## src/rtl/hazard_stall_unit_pkg.sv

```systemverilog
// hazard_stall_unit_pkg: shared ISA field constants and FSM encoding for the pipeline interlock.
package hazard_stall_unit_pkg;
    localparam logic [4:0] OP_RTYPE = 5'b00000;
    localparam logic [4:0] OP_LW    = 5'b01000;
    localparam logic [4:0] OP_SW    = 5'b00111;
    localparam logic [4:0] OP_ADDI  = 5'b00101;
    localparam logic [4:0] OP_BNE   = 5'b00010;
    localparam logic [4:0] OP_BLT   = 5'b00110;
    localparam logic [4:0] OP_JR    = 5'b00100;
    localparam logic [4:0] ALU_MUL  = 5'b00110;
    localparam logic [4:0] ALU_DIV  = 5'b00111;

    typedef enum logic [1:0] {ST_IDLE, ST_LW_BUBBLE, ST_MD_WAIT} state_e;

    function automatic logic is_muldiv(input logic [31:0] ir);
        return ir[31:27] == OP_RTYPE && (ir[6:2] == ALU_MUL || ir[6:2] == ALU_DIV);
    endfunction
endpackage

```

## src/rtl/hazard_stall_unit_src_reg_decode.sv

```systemverilog
// src_reg_decode: which source registers an instruction reads, plus its register fields.
module src_reg_decode
    import hazard_stall_unit_pkg::*;
(
    input  logic [31:0] instr,
    output logic        reads_rs,
    output logic        reads_rt,
    output logic        reads_rd,
    output logic [4:0]  rs,
    output logic [4:0]  rt,
    output logic [4:0]  rd
);
    logic [4:0] op;
    logic       unused_low;

    assign op  = instr[31:27];
    assign rd  = instr[26:22];
    assign rs  = instr[21:17];
    assign rt  = instr[16:12];
    assign unused_low = ^instr[11:0];
    // sw's rd is store data, served by the W->M bypass, so it is not a hazard source
    assign reads_rs = op inside {OP_RTYPE, OP_ADDI, OP_LW, OP_SW, OP_BNE, OP_BLT};
    assign reads_rt = op == OP_RTYPE;
    assign reads_rd = op inside {OP_BNE, OP_BLT, OP_JR};
endmodule

```

## src/rtl/hazard_stall_unit.sv

```systemverilog
// hazard_stall_unit: load-use bubble insertion and multdiv start/wait/timeout sequencing.
module hazard_stall_unit
    import hazard_stall_unit_pkg::*;
#(
    parameter int MD_MAX_CYCLES = 40,
    parameter int CNT_W         = 6
) (
    input  logic        clock,
    input  logic        reset,
    input  logic [31:0] IR_Decode,
    input  logic [31:0] IR_Execute,
    input  logic        md_ready,
    output logic        stall_fd,
    output logic        insert_nop,
    output logic        md_start,
    output logic        md_busy,
    output logic        md_timeout
);
    localparam logic [CNT_W-1:0] CNT_LAST = CNT_W'(MD_MAX_CYCLES - 1);

    state_e           state_q, state_d;
    logic [CNT_W-1:0] cnt_q, cnt_d;
    logic             md_seen_q, md_seen_d;
    logic [31:0]      ir_ex_prev_q, ir_ex_prev_d;
    logic             d_reads_rs, d_reads_rt, d_reads_rd;
    logic [4:0]       d_rs, d_rt, d_rd, ex_rd;
    logic             ex_is_md, seen_held, load_use;

    src_reg_decode u_dec (
        .instr    (IR_Decode),
        .reads_rs (d_reads_rs),
        .reads_rt (d_reads_rt),
        .reads_rd (d_reads_rd),
        .rs       (d_rs),
        .rt       (d_rt),
        .rd       (d_rd)
    );

    assign ex_rd        = IR_Execute[26:22];
    assign ex_is_md     = is_muldiv(IR_Execute);
    assign ir_ex_prev_d = IR_Execute;
    // the start flag only survives while the same mul/div stays parked in D/X
    assign seen_held = md_seen_q && ex_is_md && IR_Execute == ir_ex_prev_q;
    assign load_use  = IR_Execute[31:27] == OP_LW && ex_rd != 5'd0 &&
                       ((d_reads_rs && d_rs == ex_rd) ||
                        (d_reads_rt && d_rt == ex_rd) ||
                        (d_reads_rd && d_rd == ex_rd));

    always_comb begin
        state_d    = state_q;
        cnt_d      = '0;
        md_seen_d  = seen_held;
        stall_fd   = 1'b0;
        insert_nop = 1'b0;
        md_start   = 1'b0;
        md_busy    = 1'b0;
        md_timeout = 1'b0;
        if (!reset) begin
            case (state_q)
                ST_IDLE: begin
                    if (ex_is_md && !seen_held) begin
                        md_start  = 1'b1;
                        md_busy   = 1'b1;
                        stall_fd  = 1'b1;
                        md_seen_d = 1'b1;
                        state_d   = ST_MD_WAIT;
                    end else if (load_use) begin
                        stall_fd   = 1'b1;
                        insert_nop = 1'b1;
                        state_d    = ST_LW_BUBBLE;
                    end
                end
                ST_LW_BUBBLE: state_d = ST_IDLE;
                ST_MD_WAIT: begin
                    stall_fd = 1'b1;
                    md_busy  = 1'b1;
                    if (md_ready) begin
                        state_d = ST_IDLE;
                    end else if (cnt_q == CNT_LAST) begin
                        md_timeout = 1'b1;
                        state_d    = ST_IDLE;
                    end else begin
                        cnt_d = cnt_q + 1'b1;
                    end
                end
                default: state_d = ST_IDLE;
            endcase
        end
    end

    always_ff @(posedge clock) begin
        if (reset) begin
            state_q      <= ST_IDLE;
            cnt_q        <= '0;
            md_seen_q    <= 1'b0;
            ir_ex_prev_q <= '0;
        end else begin
            state_q      <= state_d;
            cnt_q        <= cnt_d;
            md_seen_q    <= md_seen_d;
            ir_ex_prev_q <= ir_ex_prev_d;
        end
    end
endmodule

```

## config.mk

```make
export PLATFORM = sky130hd
export DESIGN_NAME = hazard_stall_unit
export DESIGN_NICKNAME = d
export VERILOG_FILES = /design/src/rtl/hazard_stall_unit_pkg.sv /design/src/rtl/hazard_stall_unit_src_reg_decode.sv /design/src/rtl/hazard_stall_unit.sv
export SDC_FILE = /design/constraint.sdc
export NUM_CORES = 1
export LEC_CHECK = 0
export ABC_CLOCK_PERIOD_IN_PS = 2300
export CORE_MARGIN = 1
export CORE_UTILIZATION = 30
export DETAILED_ROUTE_END_ITERATION = 8
export DONT_BUFFER_PORTS = 1
export PLACE_DENSITY = 0.52
export SLEW_MARGIN = 20
export SYNTH_ARGS = -nofsm -noshare
export SYNTH_HDL_FRONTEND = slang
export SYNTH_SLANG_ARGS = --single-unit
```

## constraint.sdc

```tcl
create_clock -name clock -period 2.3 [get_ports clock]
set_input_delay 0.345 -clock clock [delete_from_list [all_inputs] [get_ports clock]]
set_output_delay 0.345 -clock clock [all_outputs]
set_load 0.02 [all_outputs]
```

==> summary.txt <==
Status
  – Status: finished, violations left
  – Failing checks: negative setup slack

Clock network
  – Total CTS buffers: 5
  – Clock latency on the worst-skew pair: around 0.29 ns
  – H-tree level count: 2
  – CTS tree: done
  – # clock sinks: just over 40
  – Clk slew on worst S/H paths: about 0.080 ns
  – CTS Buffer Depth: 2
  – # hold bufs at CTS: 0
  – Root buffer cell: clkbuf_8

Drt
  – Final WL: about 3.7 mm
  – Vias: 1256
  – Vias/cell: about 4.6
  – Post-DRT Antenna Nets: 0
  – WL per Instance: ~13 µm
  – DRC: 0
  – Pre-antenna DRT Iters: 4
  – Initial DRC count: 30

Worst setup path
  – Crit Path Class: flop to output pin
  – Reg-to-reg critical path endpoint: md_seen_q
  – Arrival time worst endpoint: 2.18 ns
  – R2R setup slack: 0.51 ns
  – R2R depth: 7
  – CP cell instances: xor2_1, nor4_2, nand4_1, or3_4, a21oi_4, nor4b_4, buf_4
  – Max stage delay cell, worst path: or3_4
  – R2R Path Start: ir_ex_prev_q[1]
  – Startpoint class of the critical path: flop
  – Worst-path fanout max: 3
  – Crit path required time: 1.96 ns
  – Worst Setup End Kind: output pin
  – CP max stage delay: 0.42 ns

Timing
  – Tcrit/Tclk final: 110%
  – Slew Limit Fails: 0
  – Worst hold slack: between 0.1 and 0.15 ns
  – RSZ-0062 raised after global routing: true
  – Final Hold Fails: 0
  – Rel. slew slack: between 70% and 80%
  – Number of endpoints failing setup at the final stage: 4
  – Top achievable clock speed: between 0.3 and 0.4 GHz
  – Worst-margin pin slew: ~0.37 ns
  – Post-route clock skew: around 0.0044 ns
  – Final min period: 2.52 ns
  – PnR worst setup slack: -0.222 ns

Floorplan
  – Die width: ~82 µm
  – I/O pin count: a little over 70
  – Starting density of the core: roughly a third
  – Vert. Die Dim: 82.1 µm
  – Core area: 0.00606 mm²
  – Num rows: 28
  – Die ar.: between 0.006 and 0.007 mm²

Power and ir drop
  – Power density cells: 675 mW/mm²
  – LEAKAGE: around 0.82 nW
  – Peak VDD IR: between 0.4 and 0.5 mV

Flow run
  – Max-cap viol count: 0

Layout
  – P&R area growth vs syn: 12.0%
  – Share of cells above drive strength 1: 14.1%
  – Final core occ: a little over a third
  – Nets@finish: ~270
  – # diodes: 0

Logic synthesis
  – FF+latch count, synth: 41
  – Synth cell types: 32
  – Net Count, Synth: roughly 260
  – Mean Syn Cell Area: between 9 and 10 µm²
  – Yosys top cell by area: dfxtp_1
  – Cells after synthesis: 193
  – Netlist Area Pre-Place: slightly below 0.002 mm²
  – Ys Warns: 0
  – Seq/Total Area, Yosys: 42.6%
  – Yosys top cell area share: about 43%
  – Top post-synthesis cells by area: dfxtp_1 (43%), xor2_1 (19%), nor2b_1 (10%)

Min path
  – Hold depth: 1
  – Hold Crit Start: reset
  – WHS Endpoint: ir_ex_prev_q[22]
  – Worst min-delay path category: primary input to flop

Global routing
  – Vias in the first global route: between 1000 and 1500
  – Largest net degree at the start of global routing: 40
  – First-pass GRT wire length: roughly 5.8 mm
  – Antenna violations before repair: 0
  – GRT Util Overall: between 10% and 20%
  – Grt ovf: 0

Placed design
  – # port buffers: 0
  – GPL Wtd Cong: slightly above 0.7
  – Dpl hpwl: roughly 2.7 mm
## critical path, delay by kind of cell (launching register included)
family | cells | cell delay (ns)
and+or+nand+nor | 4 | 1.09
DFF | 1 | 0.32
buffers and inverters | 1 | 0.17
xor gates and xnor gates | 1 | 0.16
AOI/OAI and AO/OA | 1 | 0.15
## layer usage
| metal | track usage (%) | routed length (µm) |
|---|---|---|
| met3 | 4.73 | 277 |
| met1 | 14.1 | 1660 |
| met2 | 18.9 | 1720 |
| met4 | 4.21 | 32 |
| met5 | 0 | 0 |
## Yosys cell counts
library cell / count
o2111ai_1: 1
o21ai_0: 3
a21o_1: 1
nor3_1: 2
nor2b_1: 32
nor4bb_1: 1
or3_4: 1
nand2_1: 3
buf_6: 3
clkbuf_1: 4
nor4b_2: 2
a221oi_1: 1
nand4_1: 3
nand3b_1: 1
o41ai_1: 1
nor4_2: 3
xnor2_1: 9
nand3_1: 5
a21boi_0: 1
nor4_1: 9
ha_1: 1
nor2_1: 13
inv_1: 3
o211ai_1: 1
buf_2: 2
a21oi_4: 1
or4_1: 1
and3b_1: 1
nand2b_1: 1
dfxtp_1: 41
xor2_2: 1
xor2_1: 41
## through the flow
step	TNS (ns)	cells	power (mW)	setup slack [ns]	area, µm²
2_1_floorplan	0	193	0.880	0.110	1940
3_3_place_gp	0	265	0.870	0.0140	2020
3_5_place_dp	-0.0157	265	0.871	-0.0157	2020
4_1_cts	-0.590	274	1.48	-0.225	2160
5_1_grt	-1.16	274	1.54	-0.374	2160
6_report	-0.604	274	1.46	-0.222	2160
## worst max-delay path by stage
stage | startpoint | slack [ns] | cells after the start | to
after floorplan | IR_Execute[22] | 0.11 | 7 | insert_nop
after global placement | IR_Execute[5] | 0.01 | 7 | insert_nop
after detailed placement | IR_Execute[5] | -0.02 | 7 | insert_nop
after CTS | ir_ex_prev_q[22] | -0.23 | 7 | insert_nop
after global routing | ir_ex_prev_q[1] | -0.37 | 7 | insert_nop
final | ir_ex_prev_q[1] | -0.22 | 7 | insert_nop
## layout make-up
| type | count | area [µm²] |
|---|---|---|
| clock buffers | 6 | 82.6 |
| clock inverters | 2 | 37.5 |
| fillers | 639 | 3900 |
| inverters | 3 | 11.3 |
| multi-input cells | 140 | 1060 |
| flip-flops and latches | 41 | 823 |
| well taps | 75 | 93.8 |
| repair buffers | 7 | 52.6 |
## power by group
group / switching, mW / internal [mW]
sequential: 0.0119 / 0.740
combinational: 0.0401 / 0.0642
clock: 0.248 / 0.353
total: 0.300 / 1.16
## flip-flops by register name, indices dropped and copies added (netlist names)
signal	cells
ir_ex_prev_q	32
cnt_q	6
state_q	2
md_seen_q	1
## kinds of logic (layout without fill, tap and decap cells)
| group | Yosys count | in the layout | synth area share (%) |
|---|---|---|---|
| DFF | 41 | 41 | 42.6 |
| adders and majority gates | 1 | 1 | 0.649 |
| xor gates and xnor gates | 51 | 51 | 23.6 |
| AOI/OAI and AO/OA | 10 | 10 | 4.16 |
| and+or+nand+nor | 78 | 78 | 25.4 |
| buffers and inverters | 12 | 18 | 3.64 |
## layout by cell type, fill, tap and decap left out, types with 2 or more instances in the layout
master     n
nor4_1     8
nor2_1    13
nor3_1     2
nor2b_1   32
nand3_1    5
nor4_2     4
dfxtp_1   39
o21ai_0    3
nand2_1    2
clkbuf_8   6
nand4_1    3
buf_4      7
dfxtp_2    2
inv_1      3
xor2_1    41
xnor2_1    9
## repair_timing
item                                    in CTS  in global routing
cloned                                       0                  0
setup buffers                                1                  0
endpoints found under the setup margin       4                  4
resized for setup                            5                  1
pin swaps                                    2                  1
Power figures use the tool's default switching activity.
